### src/rtl/clock_pkg.sv
// -----------------------------------------------------------------------------
// clock_pkg
// Shared definitions for the HH:MM:SS clock controller:
//   - FSM state encoding (the edit_field output reuses the same encoding)
//   - field widths and wrap limits
//   - wrap-around increment helpers for the hours and minutes/seconds fields
// -----------------------------------------------------------------------------
package clock_pkg;

    localparam int HOURS_W = 5;
    localparam int MIN_W   = 6;
    localparam int EDIT_W  = 2;

    localparam logic [HOURS_W-1:0] HOURS_MAX  = 5'd23;
    localparam logic [MIN_W-1:0]   MINSEC_MAX = 6'd59;

    // The numeric value of each state is also the edit_field code shown to the
    // pixel generator (0 = none, 1 = HH, 2 = MM, 3 = SS).
    typedef enum logic [EDIT_W-1:0] {
        RUN    = 2'd0,
        SET_HH = 2'd1,
        SET_MM = 2'd2,
        SET_SS = 2'd3
    } state_e;

    function automatic logic [HOURS_W-1:0] hours_inc(input logic [HOURS_W-1:0] h);
        return (h == HOURS_MAX) ? '0 : h + HOURS_W'(1);
    endfunction

    function automatic logic [MIN_W-1:0] minsec_inc(input logic [MIN_W-1:0] v);
        return (v == MINSEC_MAX) ? '0 : v + MIN_W'(1);
    endfunction

endpackage

### src/rtl/btn_debounce.sv
// -----------------------------------------------------------------------------
// btn_debounce
// Synchronises an asynchronous push-button, debounces it and emits a one-cycle
// press pulse on each accepted rising edge of the debounced level.
//
// Ports:
//   clk    in   1  system clock
//   rst    in   1  synchronous reset, active-high
//   raw    in   1  asynchronous button level, 1 = pressed
//   press  out  1  one-cycle pulse per accepted press (releases give no pulse)
//
// A steady raw rise reaches press after DEBOUNCE_CYCLES+3 clocks:
// 2 synchroniser stages + DEBOUNCE_CYCLES counting cycles + 1 edge register.
// -----------------------------------------------------------------------------
module btn_debounce #(
    parameter int DEBOUNCE_CYCLES = 270_000
) (
    input  logic clk,
    input  logic rst,
    input  logic raw,
    output logic press
);

    localparam int CNT_W = (DEBOUNCE_CYCLES > 1) ? $clog2(DEBOUNCE_CYCLES) : 1;
    localparam logic [CNT_W-1:0] CNT_LAST = CNT_W'(DEBOUNCE_CYCLES - 1);

    logic             sync1_q;
    logic             sync2_q;
    logic             stable_q;
    logic             stable_prev_q;
    logic             press_q;
    logic [CNT_W-1:0] cnt_q;

    always_ff @(posedge clk) begin
        if (rst) begin
            sync1_q       <= 1'b0;
            sync2_q       <= 1'b0;
            stable_q      <= 1'b0;
            stable_prev_q <= 1'b0;
            press_q       <= 1'b0;
            cnt_q         <= '0;
        end else begin
            sync1_q       <= raw;
            sync2_q       <= sync1_q;
            stable_prev_q <= stable_q;
            press_q       <= stable_q & ~stable_prev_q;

            // Any sample agreeing with the stable level restarts the count, so
            // only DEBOUNCE_CYCLES consecutive disagreeing samples flip it.
            if (sync2_q == stable_q) begin
                cnt_q <= '0;
            end else if (cnt_q == CNT_LAST) begin
                stable_q <= sync2_q;
                cnt_q    <= '0;
            end else begin
                cnt_q <= cnt_q + CNT_W'(1);
            end
        end
    end

    assign press = press_q;

endmodule

### src/rtl/clock_time_ctrl.sv
// -----------------------------------------------------------------------------
// clock_time_ctrl
// Timekeeping and user-set controller for the HH:MM:SS HDMI clock display.
// Owns the time registers and the 1 Hz prescaler, lets the user set the time
// with MODE/INC buttons, and presents frame-synchronous values to the pixel
// generator so digits never change mid-frame.
//
// Ports:
//   clk           in   1  user clock, sole clock domain
//   rst           in   1  synchronous reset, active-high
//   btn_mode_raw  in   1  MODE button, asynchronous, 1 = pressed
//   btn_inc_raw   in   1  INC button, asynchronous, 1 = pressed
//   frame_sof     in   1  one-cycle start-of-frame strobe
//   disp_hours    out  5  displayed hours 0-23 (frame-latched)
//   disp_minutes  out  6  displayed minutes 0-59 (frame-latched)
//   disp_seconds  out  6  displayed seconds 0-59 (frame-latched)
//   edit_field    out  2  0 = none, 1 = HH, 2 = MM, 3 = SS (frame-latched)
//   blink         out  1  blink phase, 1 = hide the edited field (not latched)
// -----------------------------------------------------------------------------
module clock_time_ctrl
    import clock_pkg::*;
#(
    parameter int CLK_HZ          = 27_000_000,
    parameter int DEBOUNCE_CYCLES = 270_000,
    parameter int BLINK_HALF      = 6_750_000
) (
    input  logic               clk,
    input  logic               rst,
    input  logic               btn_mode_raw,
    input  logic               btn_inc_raw,
    input  logic               frame_sof,
    output logic [HOURS_W-1:0] disp_hours,
    output logic [MIN_W-1:0]   disp_minutes,
    output logic [MIN_W-1:0]   disp_seconds,
    output logic [EDIT_W-1:0]  edit_field,
    output logic               blink
);

    localparam int PRESC_W = (CLK_HZ > 1) ? $clog2(CLK_HZ) : 1;
    localparam int BLINK_W = (BLINK_HALF > 1) ? $clog2(BLINK_HALF) : 1;
    localparam logic [PRESC_W-1:0] PRESC_LAST = PRESC_W'(CLK_HZ - 1);
    localparam logic [BLINK_W-1:0] BLINK_LAST = BLINK_W'(BLINK_HALF - 1);

    logic mode_press;
    logic inc_press;
    logic inc_edit;
    logic tick;

    state_e             state_q;
    logic [PRESC_W-1:0] presc_q;
    logic [BLINK_W-1:0] blink_cnt_q;
    logic               blink_q;

    logic [HOURS_W-1:0] hours_q,   hours_d;
    logic [MIN_W-1:0]   minutes_q, minutes_d;
    logic [MIN_W-1:0]   seconds_q, seconds_d;

    logic [HOURS_W-1:0] disp_hours_q;
    logic [MIN_W-1:0]   disp_minutes_q;
    logic [MIN_W-1:0]   disp_seconds_q;
    logic [EDIT_W-1:0]  disp_edit_q;

    btn_debounce #(
        .DEBOUNCE_CYCLES(DEBOUNCE_CYCLES)
    ) u_mode_db (
        .clk  (clk),
        .rst  (rst),
        .raw  (btn_mode_raw),
        .press(mode_press)
    );

    btn_debounce #(
        .DEBOUNCE_CYCLES(DEBOUNCE_CYCLES)
    ) u_inc_db (
        .clk  (clk),
        .rst  (rst),
        .raw  (btn_inc_raw),
        .press(inc_press)
    );

    // The prescaler only advances in RUN, so tick cannot fire while editing.
    assign tick = (state_q == RUN) && (presc_q == PRESC_LAST);

    // MODE wins over a coincident INC; INC is meaningless outside the set states.
    assign inc_edit = inc_press && !mode_press && (state_q != RUN);

    // Next time value: a running tick with carries, or a single-field edit
    // that wraps without touching its neighbours.
    always_comb begin
        hours_d   = hours_q;
        minutes_d = minutes_q;
        seconds_d = seconds_q;
        if (tick) begin
            seconds_d = minsec_inc(seconds_q);
            if (seconds_q == MINSEC_MAX) begin
                minutes_d = minsec_inc(minutes_q);
                if (minutes_q == MINSEC_MAX) begin
                    hours_d = hours_inc(hours_q);
                end
            end
        end else if (inc_edit) begin
            case (state_q)
                SET_HH:  hours_d   = hours_inc(hours_q);
                SET_MM:  minutes_d = minsec_inc(minutes_q);
                SET_SS:  seconds_d = minsec_inc(seconds_q);
                default: ;
            endcase
        end
    end

    // Control: mode FSM, prescaler and blink generator.
    always_ff @(posedge clk) begin
        if (rst) begin
            state_q     <= RUN;
            presc_q     <= '0;
            blink_cnt_q <= '0;
            blink_q     <= 1'b0;
        end else begin
            if (mode_press) begin
                case (state_q)
                    RUN:     state_q <= SET_HH;
                    SET_HH:  state_q <= SET_MM;
                    SET_MM:  state_q <= SET_SS;
                    SET_SS:  state_q <= RUN;
                    default: state_q <= RUN;
                endcase
            end

            // Held at zero while editing, so leaving SET_SS restarts a full
            // second before the first tick.
            if ((state_q == RUN) && !mode_press) begin
                presc_q <= tick ? '0 : presc_q + PRESC_W'(1);
            end else begin
                presc_q <= '0;
            end

            // Any press restarts the blink with the field visible, so the user
            // sees each edit immediately.
            if (mode_press || inc_press || (state_q == RUN)) begin
                blink_cnt_q <= '0;
                blink_q     <= 1'b0;
            end else if (blink_cnt_q == BLINK_LAST) begin
                blink_cnt_q <= '0;
                blink_q     <= ~blink_q;
            end else begin
                blink_cnt_q <= blink_cnt_q + BLINK_W'(1);
            end
        end
    end

    // Live time registers.
    always_ff @(posedge clk) begin
        if (rst) begin
            hours_q   <= '0;
            minutes_q <= '0;
            seconds_q <= '0;
        end else begin
            hours_q   <= hours_d;
            minutes_q <= minutes_d;
            seconds_q <= seconds_d;
        end
    end

    // Frame shadow: sampled once per frame so the pixel generator sees a
    // consistent time and edit field for the whole frame.
    always_ff @(posedge clk) begin
        if (rst) begin
            disp_hours_q   <= '0;
            disp_minutes_q <= '0;
            disp_seconds_q <= '0;
            disp_edit_q    <= '0;
        end else if (frame_sof) begin
            disp_hours_q   <= hours_q;
            disp_minutes_q <= minutes_q;
            disp_seconds_q <= seconds_q;
            disp_edit_q    <= state_q;
        end
    end

    assign disp_hours   = disp_hours_q;
    assign disp_minutes = disp_minutes_q;
    assign disp_seconds = disp_seconds_q;
    assign edit_field   = disp_edit_q;
    assign blink        = blink_q;

endmodule
### config.mk
export PLATFORM = sky130hd
export DESIGN_NAME = clock_time_ctrl
export DESIGN_NICKNAME = d
export VERILOG_FILES = /design/src/rtl/clock_pkg.sv /design/src/rtl/btn_debounce.sv /design/src/rtl/clock_time_ctrl.sv
export SDC_FILE = /design/constraint.sdc
export NUM_CORES = 1
export LEC_CHECK = 0
export ABC_AREA = 1
export CORE_MARGIN = 2
export CORE_UTILIZATION = 40
export DETAILED_ROUTE_END_ITERATION = 7
export MAX_ROUTING_LAYER = met4
export PLACE_DENSITY = 0.6
export SLEW_MARGIN = 40
export SYNTH_ARGS = -nofsm -noshare
export SYNTH_HDL_FRONTEND = slang
export SYNTH_SLANG_ARGS = --single-unit
### constraint.sdc
create_clock -name clk -period 1.8 [get_ports clk]
set_clock_uncertainty 0.15 [all_clocks]
set_input_delay 0.18 -clock clk [delete_from_list [all_inputs] [get_ports clk]]
set_output_delay 0.18 -clock clk [all_outputs]
set_load 0.005 [all_outputs]
==> metrics.md, run 1 <==
| Metric | Value |
|---|---|
| Status | finished clean |
| DR pass1 iterations | 5 |
| Setup slack after layout | 0.1060 ns |
| Worst Path Buf+Inv | 1 |
| H-tree depth | 4 |
| Synthesized net count | about 960 |
| Die ar. | around 0.017 mm² |
| Setup crit start kind | register |
| Syn Area/Cell | 6.916 µm² |
| Die X | 131.5 µm |
| DRT Wirelength | 14,420 µm |
| Min Tclk post-route | 1.694 ns |
| GRT Residual Overflow | 0 |
| Die Y | roughly 130 µm |
| Port Buf Inserts | 24 |
| GP Congestion | 0.8642 |
| Vias in the first global route | 5,580 |
| # nets final | 1,047 |
| FMAX | 590.3 MHz |
| CP max stage cell | dfxtp_2 |
| Cts bufs inserted | 17 |
| Fin area | 0.008194 mm² |
| CP top delay family | simple AND/OR/NAND/NOR gates |
| Post-place setup slack | -0.1654 ns |
| Most common cell on crit path | nand2_1 |
| Pwr Density | around 840 mW/mm² |
| DRT iter0 DRCs | 386 |
| Aggregate global-route resource usage | 0.1778 |
| Synth warn | 0 |
| Post-synthesis sequential area ratio | 0.4157 |
| DPL Wire Length | between 10,000 and 15,000 µm |
| Clk sinks | 135 |
| Io pins | 25 |
| CP Capture Type | register |
| Hold buffer count at cts | 0 |
| Slowest Stage Delay on Critical Path | 0.35 ns |
| Worst EP arrival | 1.85 ns |
| Slew headroom | 0.7335 |
| Flops & latches, synth | 135 |
| Final max-slew violation count | 0 |
| Path type of the worst min-delay path | in -> reg |
| Placed inst area | between 0.007 and 0.008 mm² |
| Synth unique cells | 33 |
| Wirelength per Cell | ~11 µm |
| Share of cells above drive strength 1 | 0.1371 |
| CTS tree | yes |
| Initial Utilization | 0.4093 |
| Antenna violations before repair | 0 |
| Clk slew on worst S/H paths | 0.06 ns |
| Area grow syn2layout | 26.04% |
| CTS root buffer | clkbuf_16 |
| Via/cell ratio | 4.699 |
| Worst skew pair latency | 0.42 ns |
| CP required | 1.96 ns |
| DR DRC count | 0 |
| Routed via count | between 5,000 and 6,000 |
| CP Class | reg -> reg |
| # rows | 46 |
| Most frequent cells in the layout | 216 x nand2_1, 162 x nor2_1, 129 x dfxtp_1, 98 x inv_1, 67 x a21oi_1 |
| Post-DRT Antenna Nets | 0 |
| Final hold viol count | 0 |
| Leak pwr | 0.003007 µW |
| First-pass GRT wire length | 24,920 µm |
| Critical path fanouts, max | 5 |
| Max_cap viols | 0 |
| Maximum vdd drop | 0.6181 mV |
| Ant diodes | 0 |
| Tot Pwr | 6895 µW |
| Placeable Area | around 0.016 mm² |
| CP Cell Sequence | ha_4 > nand2_1 > nor2_2 > buf_4 > nand2_4 > nor3_4 > nand2_1 > nor2_1 > nor3_2 |
| Commonest non-fill, non-tap cell in the layout | nand2_1 |
| Final setup violation count | 0 |
| Worst-Margin Slew | 0.3967 ns |
| Clock Path Buffers | 2 |
| Largest net degree at the start of global routing | 20 |
| Tcrit/Tclk final | 0.9411 |
| Post-Syn Area | 0.006501 mm² |
| Layout fillers | 1,615 |
| Post-Synthesis Cells | 940 |
-- logic make-up after synthesis --
kind of cell,share of synthesized area
AND/OR/NAND/NOR,0.3770
flip-flops,0.4157
buffers and inverters,0.07275
XOR/XNOR,0.03637
adder cells (fa/ha/maj),0.02117
AO/OA/AOI/OAI,0.07698
-- path summary, 6_finish.rpt --
kind | startpoint | endpoint | slack (ns) | cells after the start
max | blink_cnt_q[0] | blink_cnt_q[18] | 0.11 | 9
min reg2reg | u_inc_db.stable_prev_q | u_inc_db.press | 0.24 | 1
min | btn_inc_raw | u_inc_db.sync1_q | 0.12 | 3
max reg2reg | blink_cnt_q[0] | blink_cnt_q[18] | 0.11 | 9
-- repair_timing --
item                       in CTS  in global routing
gates resized for setup         1                 35
setup endpoints to repair      11                 96
pin swaps                       0                 13
buffers inserted                0                  2
-- state kept, by name, indices dropped and copies added (netlist names), 6 cells and up --
| signal | cells |
|---|---|
| u_mode_db.cnt_q | 19 |
| minutes_q | 6 |
| blink_cnt_q | 23 |
| seconds_q | 6 |
| disp_minutes | 6 |
| presc_q | 25 |
| u_inc_db.cnt_q | 19 |
| disp_seconds | 6 |
-- cell type report --
| cell class | instances | area (µm²) | area share |
|---|---|---|---|
| flip-flops and latches | 135 | 2710 | 0.3307 |
| clock inverters | 6 | 112.6 | 0.01374 |
| clock buffers | 25 | 515.5 | 0.06291 |
| repair buffers | 86 | 767.0 | 0.09360 |
| inverters | 104 | 392.9 | 0.04795 |
| multi-input cells | 687 | 3426 | 0.4181 |
| well taps | 216 | 270.3 | 0.03298 |
-- cells in the mapped netlist --
library cell  number  area (µm²)
clkinv_1           1       3.750
or3_1              1       6.260
inv_1            100       375.4
a21oi_1           67       335.3
buf_6              2       22.52
xnor2_1            6       52.55
buf_4              4       30.03
and2_0             1       6.260
a21boi_1           1       7.510
dfxtp_1          135        2703
a211oi_1           1       7.510
ha_1              11       137.6
nand2_4            3       33.78
nand3_4            2       35.03
nor3_1            36       180.2
nor3_2             3       30.03
inv_2              3       11.26
nor4_1             3       18.77
nor2_2             4       25.02
nand3b_1          10       75.07
nand2_2            4       25.02
nand3_2            1       10.01
nor3b_1            9       67.56
clkbuf_1           8       30.03
nor2_4             4       45.04
or2_0              2       12.51
nand2_1          220       825.8
xor2_1            21       183.9
nor2_1           170       638.1
or2_2              3       18.77
nand4_1           22       137.6
nand3_1           52       260.3
o21ai_0           30       150.1
-- power breakdown --
group | internal, µW | total, µW | switching (µW)
clock network | 2390 | 3660 | 1270
registers | 3020 | 3040 | 20.5
logic | 101 | 192 | 91.1
-- routing by layer --
| layer | GRT usage | up-vias | wire length (µm) |
|---|---|---|---|
| met4 | 0.06341 | 0 | 233 |
| met2 | 0.2865 | 81 | 6773 |
| met1 | 0.2192 | 2625 | 6958 |
| met5 | - | - | 0 |
| li1 | - | 3192 | - |
| met3 | 0.04012 | 18 | 458 |
-- tightest hold or removal path, stage by stage --
cell and delay (ns):
clkdlybuf4s50_1 0.39, inv_1 0.05, nor2_1 0.03
-- stage by stage --
stage | hold WS (ns) | setup TNS, ns | util | instances
after global routing | 0.1385 | -0.05471 | 0.5158 | 1259
after CTS | 0.1140 | 0 | 0.5076 | 1257
after detailed placement | 0.2334 | -2.777 | 0.4677 | 1226
after global placement | 0.2284 | -2.141 | 0.4677 | 1226
final | 0.1205 | 0 | 0.5158 | 1259
after floorplan | 0.1370 | 0 | - | 940
Note: power is estimated with default switching activity, not from simulation.
==> run 2: changes to the inputs <==
--- a/config.mk
+++ b/config.mk
@@ -6,6 +6,7 @@
 export NUM_CORES = 1
 export LEC_CHECK = 0
 export ABC_AREA = 1
+export CAP_MARGIN = 20
 export CORE_MARGIN = 2
 export CORE_UTILIZATION = 40
 export DETAILED_ROUTE_END_ITERATION = 7
==> results of run 2 <==
Final layout, timing and power as in run 1 (identical DEF).
